[src/rtl/arm_pkg.sv]
// Shared state encoding, bus-slicing and clamp helpers for the arm setpoint arbiter.
package arm_pkg;

    typedef enum logic [1:0] {
        ST_IDLE   = 2'd0,
        ST_TRACK  = 2'd1,
        ST_SWITCH = 2'd2
    } arb_state_e;

    // Bit offset of (source, channel) inside a flattened coordinate bus.
    function automatic int unsigned ch_lsb(input int unsigned src, input int unsigned ch,
                                           input int unsigned n_ch, input int unsigned w);
        return (src * n_ch + ch) * w;
    endfunction

    function automatic int clamp(input int v, input int lo, input int hi);
        if (v < lo) return lo;
        if (v > hi) return hi;
        return v;
    endfunction

endpackage

[src/rtl/arm_setpoint_arbiter_channel.sv]
// One coordinate channel: clamped target register and slew-limited position register.
module arm_slew_channel
    import arm_pkg::*;
#(
    parameter int unsigned DATA_WIDTH = 10,
    parameter int unsigned STEP_MAX   = 8,
    parameter int          MIN_VAL    = -500,
    parameter int          MAX_VAL    = 500,
    parameter int          HOME_VAL   = 0
) (
    input  logic                  clk,
    input  logic                  rst,
    input  logic                  latch_en,
    input  logic                  step_en,
    input  logic [DATA_WIDTH-1:0] sample,
    output logic [DATA_WIDTH-1:0] pos,
    output logic                  at_target_c
);

    localparam int unsigned DW = DATA_WIDTH;
    localparam logic signed [DW:0] STEP_S = (DW + 1)'(STEP_MAX);

    logic [DW-1:0]      tgt_q, tgt_d;
    logic [DW-1:0]      pos_q, pos_d;
    logic signed [DW:0] diff_c;

    // Step uses the target registered before this cycle's latch.
    always_comb begin
        tgt_d = tgt_q;
        pos_d = pos_q;
        if (latch_en) begin
            tgt_d = DW'(clamp(int'($signed(sample)), MIN_VAL, MAX_VAL));
        end
        diff_c = $signed({tgt_q[DW-1], tgt_q}) - $signed({pos_q[DW-1], pos_q});
        if (step_en) begin
            if (diff_c > STEP_S) begin
                pos_d = pos_q + DW'(STEP_MAX);
            end else if (diff_c < -STEP_S) begin
                pos_d = pos_q - DW'(STEP_MAX);
            end else begin
                pos_d = tgt_q;
            end
        end
        at_target_c = (pos_d == tgt_d);
    end

    always_ff @(posedge clk or negedge rst) begin
        if (!rst) begin
            tgt_q <= DW'(HOME_VAL);
            pos_q <= DW'(HOME_VAL);
        end else begin
            tgt_q <= tgt_d;
            pos_q <= pos_d;
        end
    end

    assign pos = pos_q;

endmodule

[src/rtl/arm_setpoint_arbiter.sv]
// Source arbiter for the arm: picks a coordinate source, clamps and slew-limits each channel.
module arm_setpoint_arbiter
    import arm_pkg::*;
#(
    parameter int unsigned N_CH       = 3,
    parameter int unsigned N_SRC      = 2,
    parameter int unsigned DATA_WIDTH = 10,
    parameter int unsigned TICK_DIV   = 500_000,
    parameter int unsigned STEP_MAX   = 8,
    parameter int unsigned HOLD_TICKS = 25,
    parameter int          MIN_VAL    = -500,
    parameter int          MAX_VAL    = 500,
    parameter int          HOME_VAL   = 0,
    localparam int unsigned SEL_W     = (N_SRC > 1) ? $clog2(N_SRC) : 1
) (
    input  logic                               clk,
    input  logic                               rst,
    input  logic                               enable,
    input  logic [SEL_W-1:0]                   src_sel,
    input  logic [N_SRC*N_CH*DATA_WIDTH-1:0]   src_data,
    input  logic [N_SRC-1:0]                   src_valid,
    output logic [N_CH*DATA_WIDTH-1:0]         pos_out,
    output logic                               pos_upd,
    output logic                               settled,
    output logic [SEL_W-1:0]                   active_src,
    output logic [1:0]                         state_out
);

    localparam int unsigned CNT_W  = $clog2(TICK_DIV);
    localparam int unsigned HOLD_W = $clog2(HOLD_TICKS + 1);

    arb_state_e        state_q, state_d;
    logic [SEL_W-1:0]  active_q, active_d;
    logic [HOLD_W-1:0] hold_q, hold_d;
    logic [CNT_W-1:0]  cnt_q, cnt_d;
    logic              pos_upd_q, pos_upd_d;
    logic              settled_q, settled_d;
    logic              tick_c, switch_c, latch_c, step_c;
    logic [N_CH-1:0]   at_target_c;

    // A valid, different src_sel takes priority over sampling and stepping.
    always_comb begin
        tick_c   = (cnt_q == CNT_W'(TICK_DIV - 1));
        cnt_d    = tick_c ? '0 : cnt_q + 1'b1;
        switch_c = enable && (32'(src_sel) < N_SRC) && (src_sel != active_q);

        state_d  = state_q;
        active_d = active_q;
        hold_d   = hold_q;
        latch_c  = 1'b0;
        step_c   = 1'b0;

        if (!enable) begin
            state_d = ST_IDLE;
        end else if (switch_c) begin
            state_d  = ST_SWITCH;
            active_d = src_sel;
            hold_d   = HOLD_W'(HOLD_TICKS);
        end else begin
            case (state_q)
                ST_IDLE: state_d = ST_TRACK;
                ST_TRACK: begin
                    latch_c = src_valid[active_q];
                    step_c  = tick_c;
                end
                ST_SWITCH: begin
                    if (tick_c) begin
                        hold_d = hold_q - 1'b1;
                        if (hold_q == HOLD_W'(1)) state_d = ST_TRACK;
                    end
                end
                default: state_d = ST_IDLE;
            endcase
        end

        pos_upd_d = step_c;
        settled_d = (state_d == ST_TRACK) && (&at_target_c);
    end

    always_ff @(posedge clk or negedge rst) begin
        if (!rst) begin
            state_q   <= ST_IDLE;
            active_q  <= '0;
            hold_q    <= '0;
            cnt_q     <= '0;
            pos_upd_q <= 1'b0;
            settled_q <= 1'b0;
        end else begin
            state_q   <= state_d;
            active_q  <= active_d;
            hold_q    <= hold_d;
            cnt_q     <= cnt_d;
            pos_upd_q <= pos_upd_d;
            settled_q <= settled_d;
        end
    end

    for (genvar c = 0; c < N_CH; c++) begin : g_ch
        logic [DATA_WIDTH-1:0] sample;

        always_comb begin
            sample = '0;
            for (int s = 0; s < N_SRC; s++) begin
                if (32'(active_q) == 32'(s)) begin
                    sample = src_data[ch_lsb(s, c, N_CH, DATA_WIDTH) +: DATA_WIDTH];
                end
            end
        end

        arm_slew_channel #(
            .DATA_WIDTH (DATA_WIDTH),
            .STEP_MAX   (STEP_MAX),
            .MIN_VAL    (MIN_VAL),
            .MAX_VAL    (MAX_VAL),
            .HOME_VAL   (HOME_VAL)
        ) u_ch (
            .clk         (clk),
            .rst         (rst),
            .latch_en    (latch_c),
            .step_en     (step_c),
            .sample      (sample),
            .pos         (pos_out[c*DATA_WIDTH +: DATA_WIDTH]),
            .at_target_c (at_target_c[c])
        );
    end

    assign pos_upd    = pos_upd_q;
    assign settled    = settled_q;
    assign active_src = active_q;
    assign state_out  = state_q;

endmodule

[config.mk]
export PLATFORM = sky130hd
export DESIGN_NAME = arm_setpoint_arbiter
export DESIGN_NICKNAME = d
export VERILOG_FILES = /design/src/rtl/arm_pkg.sv /design/src/rtl/arm_setpoint_arbiter_channel.sv /design/src/rtl/arm_setpoint_arbiter.sv
export SDC_FILE = /design/constraint.sdc
export NUM_CORES = 1
export LEC_CHECK = 0
export ABC_AREA = 1
export BUFFER_PORTS_ARGS = -buffer_cell sky130_fd_sc_hd__buf_2
export CAP_MARGIN = 0
export CORE_MARGIN = 4
export CORE_UTILIZATION = 41
export CTS_CLUSTER_DIAMETER = 150
export CTS_CLUSTER_SIZE = 12
export DETAILED_ROUTE_END_ITERATION = 8
export HOLD_SLACK_MARGIN = 0.15
export PLACE_DENSITY = 0.65
export SYNTH_ARGS = -nofsm -noshare
export SYNTH_HDL_FRONTEND = slang
export SYNTH_SLANG_ARGS = --single-unit
export TNS_END_PERCENT = 10
[constraint.sdc]
create_clock -name clk -period 3.55 [get_ports clk]
set_input_delay 0.355 -clock clk [delete_from_list [all_inputs] [get_ports clk]]
set_output_delay 0.355 -clock clk [all_outputs]
set_load 0.05 [all_outputs]
==> results of run 1 <==
cell families (layout without fill, tap and decap cells):
| kind of cell | after synthesis | in the layout | synth area share |
|---|---|---|---|
| AND/OR/NAND/NOR | 790 | 792 | 0.417 |
| buffers and inverters | 261 | 386 | 0.128 |
| AO/OA/AOI/OAI | 102 | 102 | 0.0773 |
| flip-flops | 89 | 89 | 0.271 |
| adder cells (fa/ha/maj) | 42 | 42 | 0.0666 |
| XOR/XNOR | 35 | 35 | 0.0373 |
| multiplexers | 2 | 2 | 0.00243 |
path summary, 6_finish.rpt:
path                                        from               endpoint  slack, ns
setup / recovery           g_ch[0].u_ch.tgt_q[0]                settled       0.36
hold / removal                           src_sel             active_src       0.24
setup reg to reg           g_ch[0].u_ch.tgt_q[0]                settled       0.36
min in group asynchronous                    rst    g_ch[2].u_ch.pos[0]       0.55
max in group asynchronous                    rst  g_ch[0].u_ch.tgt_q[5]       2.21
hold reg to reg                         cnt_q[0]               cnt_q[0]       0.46
sequential cells by signal (all words and copies together) (netlist names):
signal and cells:
active_src 1, cnt_q 19, g_ch.u_ch.pos 30, g_ch.u_ch.tgt_q 30, hold_q 5, pos_upd 1, settled 1, state_out 2
power by group:
group | total [W] | internal, W | leakage, nW | switching [W]
registers | 0.00141 | 0.00120 | 1.10 | 0.000207
clock network | 0.000903 | 0.000480 | 0.123 | 0.000423
logic | 0.00339 | 0.00122 | 4.11 | 0.00218
cells in the mapped netlist, types with 2 or more instances:
cell	number
nand2_1	444
inv_2	5
buf_6	4
o21ai_1	16
o211ai_1	4
ha_1	39
o21a_1	4
dfrtp_1	89
xor2_1	31
a22oi_4	2
inv_1	232
a21oi_1	21
mux2i_1	2
o21ai_2	2
nand4_1	23
buf_4	10
buf_2	7
nand3b_1	17
xnor2_1	4
nand2_2	10
fa_1	3
nand3_1	139
a21oi_2	4
o21ai_0	38
nor3_1	25
nand3_2	6
nor2_1	104
o31ai_2	2
clkbuf_1	3
or2_2	8
nor4_1	6
a22oi_2	2
worst max-delay path, cell delays in order (launching register included):
cell and delay (ns):
dfrtp_1 0.40, inv_1 0.09, ha_1 0.14, inv_1 0.08
fa_1 0.42, nand2_1 0.09, nand2_1 0.11, nand3_1 0.15
nand2_1 0.09, nand2_1 0.07, nand2_1 0.05, nor2_1 0.14
nand3_2 0.19, nand2_4 0.16, buf_4 0.13, o21ai_0 0.08
nand2_1 0.08, nand3_1 0.13, xor2_2 0.19, nand2_1 0.07
nor2_1 0.10, nand3_1 0.07, nor2_1 0.10
layout make-up:
type / count / area share
timing repair buffer: 133 / 0.0795
clock buffer: 11 / 0.0246
tap: 265 / 0.0350
clock inverter: 5 / 0.00423
sequential: 89 / 0.235
multi-input combinational: 973 / 0.527
inverter: 237 / 0.0939
timing repair:
item                                    CTS  global route
endpoints found under the setup margin    0             1
endpoints found under the hold margin    42             0
resized for setup                         0             7
hold buffers                              1             0
setup buffers                             0            10
stage by stage:
stage                     cell area [um^2]   util  setup slack (ns)  hold slack (ns)  instances
after global placement                9060  0.462             0.331            0.404       1684
after global routing                  9470  0.483            0.0124            0.274       1713
final                                 9470  0.483             0.359            0.243       1713
after floorplan                       8220      -             0.499           0.0594       1321
after CTS                             9340  0.477             0.246            0.228       1701
after detailed placement              9060  0.462             0.277            0.407       1684
per-layer routing:
metal / part of all wire / wire [um] / track usage / vias to the layer above
met1: 0.47 / 11600 / 0.309 / 3855
met2: 0.44 / 10800 / 0.354 / 257
met3: 0.061 / 1500 / 0.0360 / 39
met4: 0.027 / 657 / 0.0705 / 0
met5: 0 / 0 / 0 / -
li1: - / - / - / 4407
==> flow_summary.yaml, run 1 <==
placement:
  portBuffers: 100
  hpwl_mm: 19.7
  place_congestion: 0.955
yosys:
  ys_seq_elements: 89
  syn_nets: 1429
  ys_seq_area_frac: 0.271
  netlist_area_mm2: 0.00822
  synth_ff_type: "dfrtp_1"
  ys_top_cells_by_area: "dfrtp_1 (27%), nand2_1 (20%), inv_1 (11%), nand3_1 (8.5%), ha_1 (5.9%)"
  synth.distinct_cells: 47
  ys_warn_count: 0
  async_flop_share: 1.00
  avgSynthCellArea_um2: 6.23
  synth.top_cell.area_share: 0.271
  yosys.area.top_type: "dfrtp_1"
  synth_edf_count: 0
  synthCells: 1321
critical_path:
  startpoint_type: "flip-flop"
  worstPathArrival_ns: 3.47
  end_kind: "flip-flop"
  criticalPathCategory: "reg2reg"
  cp.required_ns: 3.83
  path_max_fanout: 6
  rr_worst_depth: 22
cells_and_area:
  regArea_mm2: 0.00223
  fillers: 2085
  layout_common_cells: "nand2_1 (444), inv_1 (232), nand3_1 (138)"
  multiInputGateArea_mm2: 0.00499
  antenna_cells: 0
  mostFrequentLayoutCell: "nand2_1"
  drive_gt1_frac: 0.134
  area_delta_synth_final_pct: 15.1
  nets: 1551
die:
  die_x_um: 150
  die-area_mm2: 0.0224
  die_y_um: 150
  start_util: 0.420
  coreArea_mm2: 0.0196
  row_count: 51
  ios: 101
global_route:
  grt_pass1_vias: 8013
  grt_usage: 0.222
  antenna_found_initial: 0
  grt_max_degree: 45
  grt_pass1_wl_mm: 39.7
  overflow: 0
clocking:
  cts_tree: "yes"
  clkTransAtPathRegs_ns: 0.07
  cts_buffers: 9
  clk_path_buf_depth: 2
  root_buffer: "clkbuf_16"
  clock_latency_ns: 0.35
  cts_max_level: 3
  cts_sinks: 89
drt:
  first_iter_violations: 572
  routed-via-count: 8558
  drt_wl_total_mm: 24.6
  via_per_inst: 5.00
  drt-wirelength-per-cell_um: 14.3
  ant_nets: 0
  drt_pass1_iterations: 5
  drt_drc_violations_left: 0
pwr:
  p_per_area_mw_per_mm2: 603
  p_leak_nw: 5.34
  vdd_drop_max_mv: 0.299
  p_total_w: 0.00571
sta:
  slew_violations: 0
  rsz0062_at_grt: "false"
  worst_pin_slew_ns: 0.665
  fin_tns_setup_ns: 0
  fmax_mhz: 313
  fin_skew_ns: 0.0104
  post-route-period-util: 0.899
  hold_viol_final: 0
  final-setup-viol-count: 0
  final.min_clock_period_ns: 3.19
  relSlewSlack: 0.552
run_status:
  run_status: "finished, final reports clean"
flow_run:
  maxCapViolations: 0
worst_hold_path:
  whs_path_depth: 3
  hold_path_class: "in2reg"
Power figures use the tool's default switching activity.
==> run 2, diff against run 1 <==
--- a/config.mk
+++ b/config.mk
@@ -6,6 +6,7 @@
 export NUM_CORES = 1
 export LEC_CHECK = 0
 export ABC_AREA = 1
+export ABC_CLOCK_PERIOD_IN_PS = 3550
 export BUFFER_PORTS_ARGS = -buffer_cell sky130_fd_sc_hd__buf_2
 export CAP_MARGIN = 0
 export CORE_MARGIN = 4
@@ -14,7 +15,7 @@
 export CTS_CLUSTER_SIZE = 12
 export DETAILED_ROUTE_END_ITERATION = 8
 export HOLD_SLACK_MARGIN = 0.15
-export PLACE_DENSITY = 0.65
+export PLACE_DENSITY = 0.6
 export SYNTH_ARGS = -nofsm -noshare
 export SYNTH_HDL_FRONTEND = slang
 export SYNTH_SLANG_ARGS = --single-unit
==> run 2 against run 1 <==
Effect of this change: setup slack lost 0.049 ns; routed wire length decreased by 1.7%; non-clock buffer count shrank 1.
==> flow_summary.yaml, run 2 (synthesis results as in run 1) <==
placement:
  place_congestion: 0.897
  place_area_mm2: 0.00904
  pre_cts_slack_ns: 0.212
  hpwl_mm: 19.6
  dpl.cell_count: 1682
  portBuffers: 100
critical_path:
  worstPathArrival_ns: 3.52
  startpoint_type: "flip-flop"
  r2r-start: "g_ch[1].u_ch.tgt_q[0]"
  r2r_slack_ns: 0.31
  path_max_fanout: 13
  end_kind: "flip-flop"
  critPathCapture: "settled"
  r2r_end: "settled"
  criticalPathCategory: "reg2reg"
  timing.critical_path.from: "g_ch[1].u_ch.tgt_q[0]"
  cp.required_ns: 3.83
  rr_worst_depth: 23
clocking:
  cts_sinks: 89
  clock_latency_ns: 0.36
  cts_buffers: 9
  cts_tree: "yes"
  root_buffer: "clkbuf_16"
  cts_max_level: 3
  clk_path_buf_depth: 2
  clkTransAtPathRegs_ns: 0.07
cells_and_area:
  nets: 1548
  drive_gt1_frac: 0.132
  area_delta_synth_final_pct: 14.7
  antenna_cells: 0
  fin_cells: 1710
  mostFrequentLayoutCell: "nand2_1"
  stdcell_area_mm2: 0.00943
  layout_common_cells: "nand2_1 (444), inv_1 (232), nand3_1 (138)"
drt:
  via_per_inst: 4.97
  top_layer: "met4"
  drt_wl_total_mm: 24.1
  routed-via-count: 8504
  first_iter_violations: 629
  met3_length_mm: 1.21
  drt_drc_violations_left: 0
  wl_met1_mm: 11.4
  drt_pass1_iterations: 5
  drt-wirelength-per-cell_um: 14.1
  wl_met2_mm: 11.1
  ant_nets: 0
sta:
  final-setup-viol-count: 0
  worst_pin_slew_ns: 0.635
  final.min_clock_period_ns: 3.24
  fmax_mhz: 309
  timing.final.ws_setup_ns: 0.311
  slew_violations: 0
  fin_tns_setup_ns: 0
  relSlewSlack: 0.577
  rsz0062_at_grt: "false"
  fin_skew_ns: 0.0180
  hold_viol_final: 0
  holdWs_ns: 0.234
  post-route-period-util: 0.913
die:
  ios: 101
  row_count: 51
  die_y_um: 150
  coreArea_mm2: 0.0196
  start_util: 0.420
  die_x_um: 150
  die-area_mm2: 0.0224
pwr:
  vdd_drop_max_mv: 0.266
  p_leak_nw: 5.33
  p_per_area_mw_per_mm2: 602
global_route:
  grt_pass1_vias: 7919
  grt_pass1_wl_mm: 39.2
  grt_max_degree: 48
  overflow: 0
  grt_usage: 0.218
  antenna_found_initial: 0
run_status:
  run_status: "finished, final reports clean"
flow_run:
  maxCapViolations: 0
worst_hold_path:
  hold_path_class: "in2reg"
## run 2: area by class of cell
type / count / area [um^2]
inverters: 237 / 890
well taps: 265 / 332
repair buffers: 132 / 746
clock inverters: 5 / 40.0
multi-input cells: 971 / 4960
fillers: 2104 / 10200
flip-flops and latches: 89 / 2230
clock buffers: 11 / 243
## run 2: what timing repair did
action / 4_1_cts / 5_1_grt
endpoints found under the hold margin: 45 / 0
hold buffers: 1 / 0
endpoints found under the setup margin: 0 / 1
gates resized for setup: 0 / 3
setup buffers: 0 / 11
## run 2: how the worst min path moves through the flow
stage	startpoint	end	slack, ns	cells after the start
global route	src_sel	active_src	0.27	3
floorplan	rst	active_src	0.06	0
finish	src_sel	active_src	0.23	3
global placement	rst	g_ch[0].u_ch.pos[8]	0.43	1
CTS	src_sel	active_src	0.23	3
detailed placement	rst	g_ch[0].u_ch.pos[8]	0.42	1
## run 2: report_power, final
part | leakage [nW] | switching, W | internal, W
Sequential | 1.10 | 0.000209 | 0.00120
Combinational | 4.09 | 0.00213 | 0.00120
Clock | 0.134 | 0.000438 | 0.000500
## run 2: critical path: stages (launching register included)
cell and delay [ns]:
dfrtp_1 0.40, inv_1 0.09, ha_1 0.14, inv_1 0.08
fa_1 0.40, nand2_1 0.08, nand2_1 0.12, nand3_1 0.13
nand2_1 0.07, nand2_1 0.06, nand2_1 0.07, nor3_2 0.20
nand2_2 0.13, nand2_2 0.25, nand2_1 0.08, nand2_1 0.06
nand3_1 0.08, nand3_1 0.15, nand2_1 0.06, nor2_1 0.10
nand2_1 0.11, nor2_1 0.11, nand3_1 0.09, nor2_1 0.09
## run 2: routing by layer
layer	vias to the layer above	GRT usage
li1	4387	-
met5	-	0
met3	35	0.0291
met2	248	0.356
met1	3834	0.305
met4	0	0.0604
## run 2: per-stage QoR
step                 util  total power (W)
floorplan               -          0.00391
detailed placement  0.462          0.00458
CTS                 0.477          0.00553
finish              0.482          0.00568
global placement    0.462          0.00456
global route        0.482          0.00625
==> run 3, diff against run 2 <==
--- a/config.mk
+++ b/config.mk
@@ -6,7 +6,7 @@
 export NUM_CORES = 1
 export LEC_CHECK = 0
 export ABC_AREA = 1
-export ABC_CLOCK_PERIOD_IN_PS = 3550
+export ABC_CLOCK_PERIOD_IN_PS = 4150
 export BUFFER_PORTS_ARGS = -buffer_cell sky130_fd_sc_hd__buf_2
 export CAP_MARGIN = 0
 export CORE_MARGIN = 4
==> constraint.sdc (replaced) <==
create_clock -name clk -period 4.15 [get_ports clk]
set_input_delay 0.415 -clock clk [delete_from_list [all_inputs] [get_ports clk]]
set_output_delay 0.415 -clock clk [all_outputs]
set_load 0.05 [all_outputs]
==> run 3 against run 2 <==
Effect of this change: core utilization is 0.78 points lower; final cell count is 1.4% lower; hold slack worse by 0.070 ns; critical path depth is 1 lower; setup slack better by 0.50 ns; sequential cell count stayed put; highest routed layer unchanged.
==> flow_summary.yaml, run 3 (synthesis results as in run 1) <==
critical_path:
  cp_slowest_cell: "fa_1"
  max_stage_delay_ns: 0.42
  startpoint_type: "flip-flop"
  rr_worst_depth: 22
  path_cells: "inv_1, ha_1, inv_1, fa_1, nand2_1, nand2_1, nand3_1, nand2_1, nand2_2, nand2_1, nor2_1, nand3_2, nand2_2, nand3_1, inv_1, nand2_1, nand3_1, xor2_1, nand2_1, nor2_1, nand3_1, nor2_1"
  end_kind: "flip-flop"
  cp.required_ns: 4.44
  worstPathArrival_ns: 3.63
  cpMostUsedCell: "nand2_1"
  path_max_fanout: 12
  criticalPathCategory: "reg2reg"
sta:
  fmax_mhz: 299
  holdWs_ns: 0.163
  rsz0062_at_grt: "false"
  slew_violations: 0
  fin_tns_setup_ns: 0
  fin_skew_ns: 0.00909
  worst_pin_slew_ns: 0.891
  hold_viol_final: 0
  relSlewSlack: 0.406
  final.min_clock_period_ns: 3.34
  final-setup-viol-count: 0
  post-route-period-util: 0.806
clocking:
  root_buffer: "clkbuf_16"
  clkTransAtPathRegs_ns: 0.07
  cts-hold-fix-buffers: 0
  clock_latency_ns: 0.36
  cts_max_level: 3
  cts_sinks: 89
  clk_path_buf_depth: 2
  cts_tree: "yes"
  cts_buffers: 9
  ctsResizeCount: 0
  cts_setup_buffers: 0
run_status:
  run_status: "finished, final reports clean"
global_route:
  grt_pass1_vias: 7765
  grt_usage: 0.217
  grt_max_degree: 67
  antenna_found_initial: 0
  overflow: 0
  grt_pass1_wl_mm: 39.1
drt:
  drt_pass1_iterations: 5
  drt-wirelength-per-cell_um: 14.2
  first_iter_violations: 637
  drt_wl_total_mm: 23.9
  routed-via-count: 8443
  drt_drc_violations_left: 0
  via_per_inst: 5.01
  ant_nets: 0
die:
  start_util: 0.420
  die-area_mm2: 0.0224
  ios: 101
  coreArea_mm2: 0.0196
  die_y_um: 150
  row_count: 51
  die_x_um: 150
cells_and_area:
  area_delta_synth_final_pct: 12.8
  fillers: 2085
  mostFrequentLayoutCell: "nand2_1"
  layout_common_cells: "nand2_1 (444), inv_1 (232), nand3_1 (139)"
  antenna_cells: 0
  nets: 1524
  drive_gt1_frac: 0.118
  fin_cells: 1686
pwr:
  p_switching_w: 0.00236
  vdd_drop_max_mv: 0.242
  clockPowerShare: 0.188
  p_sw_frac: 0.485
  pwr-share-seq: 0.249
  pwr-share-comb: 0.562
  p_per_area_mw_per_mm2: 524
  p_leak_nw: 5.23
  p_int_w: 0.00250
flow_run:
  maxCapViolations: 0
worst_hold_path:
  hold_path_class: "in2async"
placement:
  place_congestion: 0.934
  portBuffers: 100
  hpwl_mm: 19.2
  dpl.cell_count: 1670
## run 3: per-stage QoR
| step | cell area [um^2] | setup slack (ns) | power (W) | util |
|---|---|---|---|---|
| after floorplan | 8220 | 1.10 | 0.00335 | - |
| after global placement | 8950 | 0.839 | 0.00392 | 0.457 |
| after detailed placement | 8950 | 0.847 | 0.00392 | 0.457 |
| after CTS | 9280 | 0.814 | 0.00485 | 0.474 |
| after global routing | 9280 | 0.412 | 0.00535 | 0.474 |
| final | 9280 | 0.807 | 0.00486 | 0.474 |
## run 3: layout make-up
type	count	area (um^2)	area share
multi-input cells	971	4940	0.532
well taps	265	332	0.0357
repair buffers	108	563	0.0607
inverters	237	890	0.0959
clock inverters	6	88.8	0.00957
clock buffers	10	239	0.0258
flip-flops and latches	89	2230	0.240
## run 3: worst paths after layout
check / from / to / slack (ns)
max in group asynchronous: rst / g_ch[2].u_ch.pos[2] / 3.06
min in group clk: src_sel / active_src / 0.31
max reg2reg: g_ch[0].u_ch.tgt_q[0] / settled / 0.81
min: rst / g_ch[0].u_ch.pos[6] / 0.16
min reg2reg: cnt_q[0] / cnt_q[0] / 0.46
max: g_ch[0].u_ch.tgt_q[0] / settled / 0.81
## run 3: per-layer routing
metal  vias to the layer above  global-route usage  share of wire
met5                         -                   0              0
met4                         0              0.0618          0.016
met3                        27              0.0273          0.046
met2                       213               0.354           0.47
met1                      3852               0.303           0.47
li1                       4351                   -              -
## run 3: critical path, delay by kind of cell (launching register included)
family | cells | cell delay [ns]
flip-flops | 1 | 0.40
AND/OR/NAND/NOR | 16 | 1.84
buffers and inverters | 3 | 0.29
XOR/XNOR | 1 | 0.18
adder cells (fa/ha/maj) | 2 | 0.56
## run 3: power groups by stage
stage / Sequential, W / Clock [W] / Combinational (W)
after global routing: 0.00123 / 0.000962 / 0.00315
after CTS: 0.00121 / 0.000931 / 0.00271
after detailed placement: 0.00122 / 0 / 0.00270
after floorplan: 0.00116 / 0 / 0.00218
after global placement: 0.00122 / 0 / 0.00270
final: 0.00121 / 0.000916 / 0.00273
